$ cat src/rtl/mips_pkg.sv
`default_nettype none
// +------------------------------------------------------------------+
// | Module      : mips_pkg                                           |
// | Description : Shared types and constants for the fetch stage:    |
// |               fetch FSM states, buffer depth default and the     |
// |               {pc, instr} fetch-buffer entry.                    |
// | Revision    : 1.0 - initial release                              |
// +------------------------------------------------------------------+
package mips_pkg;

  // Default number of instruction-buffer entries (power of two, >= 2)
  localparam int unsigned c_default_depth = 2;

  // Fetch FSM states
  typedef enum logic [1:0] {
    IDLE = 2'd0,  // nothing outstanding
    REQ  = 2'd1,  // request presented, waiting for grant
    RESP = 2'd2,  // granted, waiting for read data
    DROP = 2'd3   // granted request was killed, waiting to discard its data
  } fetch_state_e;

  // One fetch-buffer entry: word address and the instruction fetched from it
  typedef struct packed {
    logic [31:0] pc;
    logic [31:0] instr;
  } fetch_entry_t;

endpackage
`default_nettype wire

$ cat src/rtl/fetch_fifo.sv
`default_nettype none
// +------------------------------------------------------------------+
// | Module      : fetch_fifo                                         |
// | Description : Circular instruction buffer between fetch and      |
// |               decode. Clear has priority over push and pop.      |
// |               Head reads as zero while the buffer is empty.      |
// | Revision    : 1.0 - initial release                              |
// +------------------------------------------------------------------+
module fetch_fifo
  import mips_pkg::*;
#(
  parameter int unsigned DEPTH = c_default_depth
) (
  input  logic                     clk,
  input  logic                     rst,
  input  logic                     push,
  input  logic                     pop,
  input  logic                     clear,
  input  fetch_entry_t             din,
  output fetch_entry_t             dout,
  output logic                     full,
  output logic                     empty,
  output logic [$clog2(DEPTH):0]   count
);

  localparam int unsigned c_ptr_w = $clog2(DEPTH);
  localparam int unsigned c_cnt_w = c_ptr_w + 1;

  fetch_entry_t          r_mem [DEPTH];
  logic [c_ptr_w-1:0]    r_wr_ptr;
  logic [c_ptr_w-1:0]    r_rd_ptr;
  logic [c_cnt_w-1:0]    r_count;
  logic                  w_do_push;
  logic                  w_do_pop;

  // A clear kills any push or pop in the same cycle; popping an empty buffer is a no-op
  assign w_do_push = push && !clear;
  assign w_do_pop  = pop && !clear && (r_count != '0);

  // Entry storage; contents are only observed while the entry is valid, so no reset
  always_ff @(posedge clk) begin
    if (w_do_push) begin
      r_mem[r_wr_ptr] <= din;
    end
  end

  // Pointers and occupancy; power-of-two depth makes the pointers wrap naturally
  always_ff @(posedge clk or posedge rst) begin
    if (rst) begin
      r_wr_ptr <= '0;
      r_rd_ptr <= '0;
      r_count  <= '0;
    end else if (clear) begin
      r_wr_ptr <= '0;
      r_rd_ptr <= '0;
      r_count  <= '0;
    end else begin
      if (w_do_push) begin
        r_wr_ptr <= r_wr_ptr + c_ptr_w'(1);
      end
      if (w_do_pop) begin
        r_rd_ptr <= r_rd_ptr + c_ptr_w'(1);
      end
      case ({w_do_push, w_do_pop})
        2'b10:   r_count <= r_count + c_cnt_w'(1);
        2'b01:   r_count <= r_count - c_cnt_w'(1);
        default: r_count <= r_count;
      endcase
    end
  end

  assign count = r_count;
  assign empty = (r_count == '0);
  assign full  = (r_count == c_cnt_w'(DEPTH));
  assign dout  = empty ? '0 : r_mem[r_rd_ptr];

endmodule
`default_nettype wire

$ cat src/rtl/ifetch.sv
`default_nettype none
// +------------------------------------------------------------------+
// | Module      : ifetch                                             |
// | Description : Instruction fetch stage. Issues one word fetch at  |
// |               a time, reserving a buffer slot before issue, and  |
// |               discards responses belonging to killed requests.   |
// | Revision    : 1.0 - initial release                              |
// +------------------------------------------------------------------+
module ifetch
  import mips_pkg::*;
#(
  parameter int unsigned DEPTH = c_default_depth
) (
  input  logic        clk,
  input  logic        rst,
  input  logic [31:0] pc,
  input  logic        flush,
  input  logic        imem_gnt,
  input  logic        imem_rvalid,
  input  logic [31:0] imem_rdata,
  input  logic        id_ready,
  output logic        imem_req,
  output logic [31:0] imem_addr,
  output logic        pc_adv,
  output logic        id_valid,
  output logic [31:0] id_instr,
  output logic [31:0] id_pc
);

  localparam int unsigned        c_cnt_w = $clog2(DEPTH) + 1;
  localparam logic [c_cnt_w-1:0] c_depth = c_cnt_w'(DEPTH);

  fetch_state_e         r_state;
  fetch_state_e         w_next_state;
  logic [31:0]          r_addr_q;
  logic                 w_req;
  logic                 w_push;
  logic                 w_pop;
  logic                 w_issue_ok;
  logic                 w_full;
  logic                 w_empty;
  logic [c_cnt_w-1:0]   w_count;
  logic [c_cnt_w-1:0]   w_outstanding;
  fetch_entry_t         w_push_entry;
  fetch_entry_t         w_head;

  // A granted, still-live request already owns a buffer slot
  assign w_outstanding = (r_state == RESP) ? c_cnt_w'(1) : '0;
  assign w_issue_ok    = ((w_count + w_outstanding) < c_depth) && !flush;

  // State register
  always_ff @(posedge clk or posedge rst) begin
    if (rst) begin
      r_state <= IDLE;
    end else begin
      r_state <= w_next_state;
    end
  end

  // Next-state logic
  always_comb begin
    w_next_state = r_state;
    case (r_state)
      IDLE: begin
        if (w_req) begin
          w_next_state = imem_gnt ? RESP : REQ;
        end
      end
      REQ: begin
        if (imem_gnt) begin
          w_next_state = flush ? DROP : RESP;
        end else if (flush) begin
          w_next_state = IDLE;
        end
      end
      RESP: begin
        if (flush) begin
          w_next_state = imem_rvalid ? IDLE : DROP;
        end else if (imem_rvalid) begin
          if (w_req) begin
            w_next_state = imem_gnt ? RESP : REQ;
          end else begin
            w_next_state = IDLE;
          end
        end
      end
      DROP: begin
        if (imem_rvalid) begin
          w_next_state = IDLE;
        end
      end
      default: w_next_state = IDLE;
    endcase
  end

  // Output logic: request and push decode; nothing is driven while in reset
  always_comb begin
    w_req  = 1'b0;
    w_push = 1'b0;
    case (r_state)
      IDLE: w_req = w_issue_ok;
      REQ:  w_req = 1'b1;
      RESP: begin
        if (imem_rvalid && !flush) begin
          w_push = 1'b1;
          w_req  = w_issue_ok;
        end
      end
      default: begin
        w_req  = 1'b0;
        w_push = 1'b0;
      end
    endcase
    if (rst) begin
      w_req  = 1'b0;
      w_push = 1'b0;
    end
  end

  // Remember the address of the granted request to tag its returning data
  always_ff @(posedge clk or posedge rst) begin
    if (rst) begin
      r_addr_q <= '0;
    end else if (w_req && imem_gnt) begin
      r_addr_q <= pc;
    end
  end

  assign imem_req  = w_req;
  assign imem_addr = w_req ? pc : '0;
  assign pc_adv    = w_req && imem_gnt && !flush;

  assign w_push_entry.pc    = r_addr_q;
  assign w_push_entry.instr = imem_rdata;
  assign w_pop              = id_valid && id_ready;

  fetch_fifo #(
    .DEPTH (DEPTH)
  ) u_fifo (
    .clk   (clk),
    .rst   (rst),
    .push  (w_push),
    .pop   (w_pop),
    .clear (flush),
    .din   (w_push_entry),
    .dout  (w_head),
    .full  (w_full),
    .empty (w_empty),
    .count (w_count)
  );

  assign id_valid = !w_empty;
  assign id_instr = w_head.instr;
  assign id_pc    = w_head.pc;

  // Slot reservation at issue makes a push into a full buffer impossible
  a_no_overflow: assert property (@(posedge clk) disable iff (rst) w_push |-> !w_full)
    else $error("ifetch: push into full fetch buffer");

endmodule
`default_nettype wire

$ cat config.mk
export PLATFORM = sky130hd
export DESIGN_NAME = ifetch
export DESIGN_NICKNAME = d
export VERILOG_FILES = /design/src/rtl/mips_pkg.sv /design/src/rtl/fetch_fifo.sv /design/src/rtl/ifetch.sv
export SDC_FILE = /design/constraint.sdc
export NUM_CORES = 1
export LEC_CHECK = 0
export ABC_CLOCK_PERIOD_IN_PS = 4300
export BUFFER_PORTS_ARGS = -buffer_cell sky130_fd_sc_hd__buf_2
export CORE_MARGIN = 5
export CORE_UTILIZATION = 48
export CTS_CLUSTER_DIAMETER = 60
export DETAILED_ROUTE_END_ITERATION = 10
export PLACE_DENSITY = 0.76
export SLEW_MARGIN = 10
export SYNTH_ARGS = -nofsm -noshare
export SYNTH_HDL_FRONTEND = slang
export SYNTH_SLANG_ARGS = --single-unit
$ cat constraint.sdc
create_clock -name clk -period 4.3 [get_ports clk]
set_input_delay 0.43 -clock clk [delete_from_list [all_inputs] [get_ports clk]]
set_output_delay 0.43 -clock clk [all_outputs]
set_load 0.02 [all_outputs]
==> flow_summary.yaml, run 1 <==
setup_path:
  crit_fanout: 33
  cp_slowest_cell: "o31a_2"
  cp.required_ns: 3.87
  worstSetupStartpointType: "flop"
  r2r_start: "r_state[1]"
  path_cells: "or3b_1 -> a21oi_4 -> o31a_2 -> and2_1 -> buf_2"
  worstPathArrival_ns: 2.57
  path_class: "flop to output port"
  setup.worst_path.start: "u_fifo.count[0]"
  cpPeakStageDelay_ns: 0.53
  critPathCaptureType: "output port"
  path_buf_inv: 1
  cp_top_family: "compound AO/OA/AOI/OAI gates"
finish:
  syn2layout_area_growth_pct: 23.2
  multi_input_area_sq_um: 1880
  fillers: 1084
  finalNetCount: 675
  final_cell_mix: "buf_2, edfxtp_1, nor2_1, mux2i_1, dfrtp_1"
  antenna_cells: 0
  ff_latch_area_sq_um: 4800
  drive_above_1_share: 0.392
  final_area_sq_um: 8380
  final_common_cell: "buf_2"
logic_synthesis:
  synth_compound_area_frac: 0.0221
  yosys-mux-area-fraction: 0.165
  synth_ff_type: "edfxtp_1"
  syn_area_per_cell_sq_um: 15.6
  synth_top_family_by_area: "multiplexers"
  synth-xor-area-share: 0.00386
  ys_warn_count: 0
  synth_simple_gate_area_frac: 0.0826
  synth_cells: 436
  ys_ff_latch: 166
  synth_nets: 506
  synth_seq_area_share: 0.705
  synthArstFlopShare: 0.229
  synthAdderAreaFrac: 0
  netlist_area_sq_um: 6810
  synth_edf_count: 128
  synthDistinctLibCells: 35
power:
  switchingPower_uw: 1080
  seqPwrFrac: 0.505
  sw_frac_of_total: 0.249
  pwr-share-clk: 0.331
  ir_worst_vdd_uv: 265
  p_leak_uw: 0.00341
  combPwrFrac: 0.164
  internal-power_uw: 3240
  cellPowerDensity_nw_per_um2: 515
clocking:
  clock_sinks: 166
  max-clock-path-buffers: 2
  hold_buffers: 0
  postCtsSetupRepairBufs: 0
  cts_tree: "built"
  root_buffer: "clkbuf_16"
  ctsResizeCount: 0
  clkTransAtPathRegs_ns: 0.06
  numCtsBuffers: 17
  htree_levels: 4
  clkLatencyLatePin_ns: 0.42
route:
  vias: 4072
  wl_per_cell_microns: 17.0
  vias_per_cell: 5.10
  drc: 0
  drtAntennaViolNets: 0
  drt_iter0_markers: 175
  wl_microns: 13600
  drt_pass1_iterations: 4
timing:
  worstMarginPinSlew_ns: 1.16
  setup_viol_count_final: 0
  fin_setup_tns_ns: 0
  skew_ns: 0.00681
  drv_slew: 0
  maxSlewHeadroom: 0.227
  max_freq_ghz: 0.334
  hold_viol: 0
  rsz0062_at_grt: "no"
  min_period_ns: 3.00
  finalCritPeriodShare: 0.697
worst_hold_path:
  hold_path.class: "primary input to flop"
  hp-start: "imem_rdata[12]"
die:
  ios: 169
  die_h_microns: 129
  die_x_microns: 129
  start_util: 0.490
  floorplan.rows: 43
  core_area_sq_um: 13900
  dieArea_sq_um: 16700
grt:
  grt_pass1_wl_microns: 21400
  grt.overflow.total: 0
  grt_pass1_vias: 4288
  grt_usage: 0.169
  antenna_found_initial: 0
  grt_max_degree: 66
place:
  place.gp.congestion: 0.761
  dp_hpwl_microns: 9030
  io_buffers: 168
  place_area_sq_um: 7820
flow_run:
  drv_cap: 0
outcome:
  status: "finished clean"
[flip-flops by register name, indices dropped and copies added, names as in the netlist]
register and flops:
r_addr_q 32, u_fifo.r_wr_ptr 1, u_fifo.count 2, u_fifo.r_mem 128, u_fifo.r_rd_ptr 1, r_state 2
[power groups by stage]
stage / registers, uW / clock network (uW) / logic [uW]
floorplan: 2150 / 0 / 561
global placement: 2190 / 0 / 685
detailed placement: 2210 / 0 / 712
CTS: 2180 / 1460 / 716
global route: 2210 / 1530 / 768
finish: 2180 / 1430 / 706
[area by class of cell]
| cell class | instances | area share |
|---|---|---|
| multi-input cells | 239 | 0.225 |
| repair buffers | 174 | 0.106 |
| inverters | 7 | 0.00313 |
| flip-flops and latches | 166 | 0.572 |
| well taps | 180 | 0.0269 |
| clock buffers | 18 | 0.0512 |
| clock inverters | 14 | 0.0160 |
[Yosys cell counts, types with 2 or more instances]
master / count / share of area
clkbuf_1: 7 / 0.0039
mux2i_1: 65 / 0.096
nand3b_1: 2 / 0.0022
mux2_2: 2 / 0.0033
buf_2: 8 / 0.0059
mux2_4: 30 / 0.066
inv_1: 7 / 0.0039
dfrtp_1: 38 / 0.14
edfxtp_1: 128 / 0.56
o31ai_1: 2 / 0.0022
nor2_1: 74 / 0.041
nand2b_1: 2 / 0.0018
nor3_1: 3 / 0.0022
and2_1: 32 / 0.029
xor2_1: 2 / 0.0026
buf_6: 3 / 0.0050
nand2_1: 4 / 0.0022
a21oi_1: 3 / 0.0022
buf_1: 6 / 0.0033
o21ai_0: 3 / 0.0022
[kinds of logic after synthesis]
logic type,Yosys count
multiplexers,97
XOR/XNOR,3
buffers and inverters,31
AO/OA/AOI/OAI,18
flip-flops,166
AND/OR/NAND/NOR,121
[per-layer routing]
metal  vias to the layer above  GRT usage  part of all wire
met2                       129      0.286              0.51
met4                         0     0.0618             0.018
li1                       1918          -                 -
met1                      2004      0.202              0.40
met5                         -          0                 0
met3                        21     0.0565             0.068
[worst paths after layout]
path,endpoint,slack [ns],depth (start not counted)
max reg2reg,r_addr_q[18],2.03,5
max,imem_addr[28],1.30,5
min reg2reg,u_fifo.r_mem[0][50],0.48,0
min in group asynchronous,u_fifo.r_rd_ptr,0.28,2
min,u_fifo.r_mem[1][12],0.20,1
max in group asynchronous,u_fifo.r_rd_ptr,3.34,2
[stage by stage]
| step | setup WS (ns) | power, uW | hold WS (ns) | std cells | utilization |
|---|---|---|---|---|---|
| after floorplan | 0.251 | 2710 | 0.437 | 436 | - |
| after global placement | 1.77 | 2870 | 0.448 | 766 | 0.563 |
| after detailed placement | 1.68 | 2920 | 0.455 | 766 | 0.563 |
| after CTS | 1.27 | 4360 | 0.170 | 798 | 0.604 |
| after global routing | 1.14 | 4510 | 0.174 | 798 | 0.604 |
| final | 1.30 | 4320 | 0.198 | 798 | 0.604 |
Power figures use the tool's default switching activity.
==> run 2, diff against run 1 <==
ABC_CLOCK_PERIOD_IN_PS = 2950   (was 4300)
CORE_UTILIZATION = 53   (was 48)
PLACE_DENSITY = 0.79   (was 0.76)
clock period = 2.95 ns   (was 4.3 ns; I/O delays follow)
==> flow_summary.yaml, run 2 (same netlist as run 1, synthesis figures left out) <==
outcome:
  status: "finished clean"
place:
  dp_slack_ns: 0.583
  dp_cells: 761
  place_area_sq_um: 7860
  place.gp.congestion: 0.822
  dp_hpwl_microns: 9020
  io_buffers: 168
worst_hold_path:
  hold_end: "u_fifo.r_mem[1][11]"
  hp-start: "imem_rdata[11]"
  hold_path.class: "primary input to flop"
  hold_depth: 1
power:
  ir_worst_vdd_uv: 427
  finalPower_uw: 6550
  combPwrFrac: 0.161
  seqPwrFrac: 0.486
  p_leak_uw: 0.00346
  cellPowerDensity_nw_per_um2: 771
  pwr-share-clk: 0.353
  switchingPower_uw: 1630
  sw_frac_of_total: 0.248
  internal-power_uw: 4920
clocking:
  max-clock-path-buffers: 2
  cts_tree: "built"
  postCtsSetupRepairBufs: 0
  htree_levels: 4
  hold_buffers: 0
  numCtsBuffers: 17
  clkLatencyLatePin_ns: 0.42
  clkTransAtPathRegs_ns: 0.06
  clock_sinks: 166
  root_buffer: "clkbuf_16"
  ctsResizeCount: 0
die:
  dieArea_sq_um: 15200
  die_x_microns: 123
  ios: 169
  die_h_microns: 123
  floorplan.rows: 41
  core_area_sq_um: 12600
  start_util: 0.539
timing:
  drv_slew: 0
  rsz0062_at_grt: "no"
  min_period_ns: 2.61
  maxSlewHeadroom: 0.563
  setup_ws_ns: 0.341
  max_freq_ghz: 0.383
  hold_viol: 0
  worstMarginPinSlew_ns: 0.654
  finalCritPeriodShare: 0.885
  skew_ns: 0.00655
  setup_viol_count_final: 0
setup_path:
  critPathCaptureType: "output port"
  path_buf_inv: 1
  path_class: "flop to output port"
  crit_fanout: 33
  reg2reg_slack_ns: 0.87
  r2r_start: "r_state[1]"
  regToRegEndpoint: "r_addr_q[17]"
  cpPeakStageDelay_ns: 0.48
  cp_top_family: "simple AND/OR/NAND/NOR gates"
  cp_slowest_cell: "dfrtp_1"
  reg2regPathDepth: 5
  worstPathArrival_ns: 2.31
  worstSetupStartpointType: "flop"
  cp.required_ns: 2.65
  path_cells: "or3b_1 -> a21oi_4 -> o31a_4 -> and2_1 -> buf_2"
finish:
  multi_input_area_sq_um: 1890
  fillers: 937
  reg_top3: "u_fifo.r_mem x128, r_addr_q x32"
  final_cell_mix: "buf_2, edfxtp_1, nor2_1, mux2i_1, dfrtp_1"
  largest_reg_flops: 128
  ff_latch_area_sq_um: 4800
  final_area_sq_um: 8490
  drive_above_1_share: 0.398
  final_cells: 793
  final_common_cell: "buf_2"
  final_util: 0.673
  regMostFlops: "u_fifo.r_mem"
  syn2layout_area_growth_pct: 24.8
  finalNetCount: 678
  antenna_cells: 0
grt:
  grt_pass1_vias: 4148
  antenna_found_initial: 0
  grt_usage: 0.185
  grt_pass1_wl_microns: 21200
  grt.overflow.total: 0
  grt_max_degree: 48
route:
  wl_per_cell_microns: 17.1
  drt_pass1_iterations: 4
  vias: 4044
  vias_per_cell: 5.10
  drtAntennaViolNets: 0
  wl_microns: 13600
  drc: 0
  drt_iter0_markers: 261
flow_run:
  drv_cap: 0
[run 2: worst max path at each step]
| stage | start | end | slack (ns) | cells past startpoint |
|---|---|---|---|---|
| floorplan | r_state[1] | u_fifo.r_mem[0][0] | -0.02 | 4 |
| global placement | u_fifo.count[0] | imem_addr[28] | 0.69 | 5 |
| finish | u_fifo.count[0] | imem_addr[29] | 0.34 | 5 |
| detailed placement | u_fifo.count[0] | imem_addr[29] | 0.58 | 5 |
| CTS | u_fifo.count[0] | imem_addr[29] | 0.12 | 5 |
| global route | r_state[1] | imem_addr[28] | 0.18 | 5 |
[run 2: power by group through the flow]
stage               combinational [uW]  clock, uW  sequential, uW
floorplan                          819          0            3130
global placement                  1010          0            3180
detailed placement                1040          0            3230
CTS                               1060       2340            3190
global route                      1130       2440            3230
finish                            1050       2310            3190
[run 2: routing by layer]
layer | up-vias | part of all wire | wire (microns) | global-route usage
li1 | 1920 | - | - | -
met1 | 1953 | 0.41 | 5560 | 0.231
met2 | 143 | 0.50 | 6740 | 0.311
met3 | 28 | 0.075 | 1020 | 0.0499
met4 | 0 | 0.018 | 244 | 0.0706
met5 | - | 0 | 0 | 0
[run 2: worst reg2reg max path, cell delays in order (launching register included)]
cell and delay [ns]:
dfrtp_1 0.50, nand3b_1 0.26, nor2_1 0.15, o311ai_4 0.31, buf_4 0.38, mux2_2 0.38
[run 2: cell type report]
type                            instances  area share
Clock buffer                           18      0.0505
Clock inverter                         14      0.0234
Inverter                                7     0.00309
Multi-Input combinational cell        239       0.223
Sequential cell                       166       0.565
Tap cell                              172      0.0253
Timing Repair Buffer                  177       0.110
[run 2: per-stage QoR]
step                      TNS, ns  hold slack, ns
after detailed placement        0           0.457
after global placement          0           0.448
after global routing            0          0.0475
final                           0          0.0654
after CTS                       0          0.0487
after floorplan             -2.39           0.394
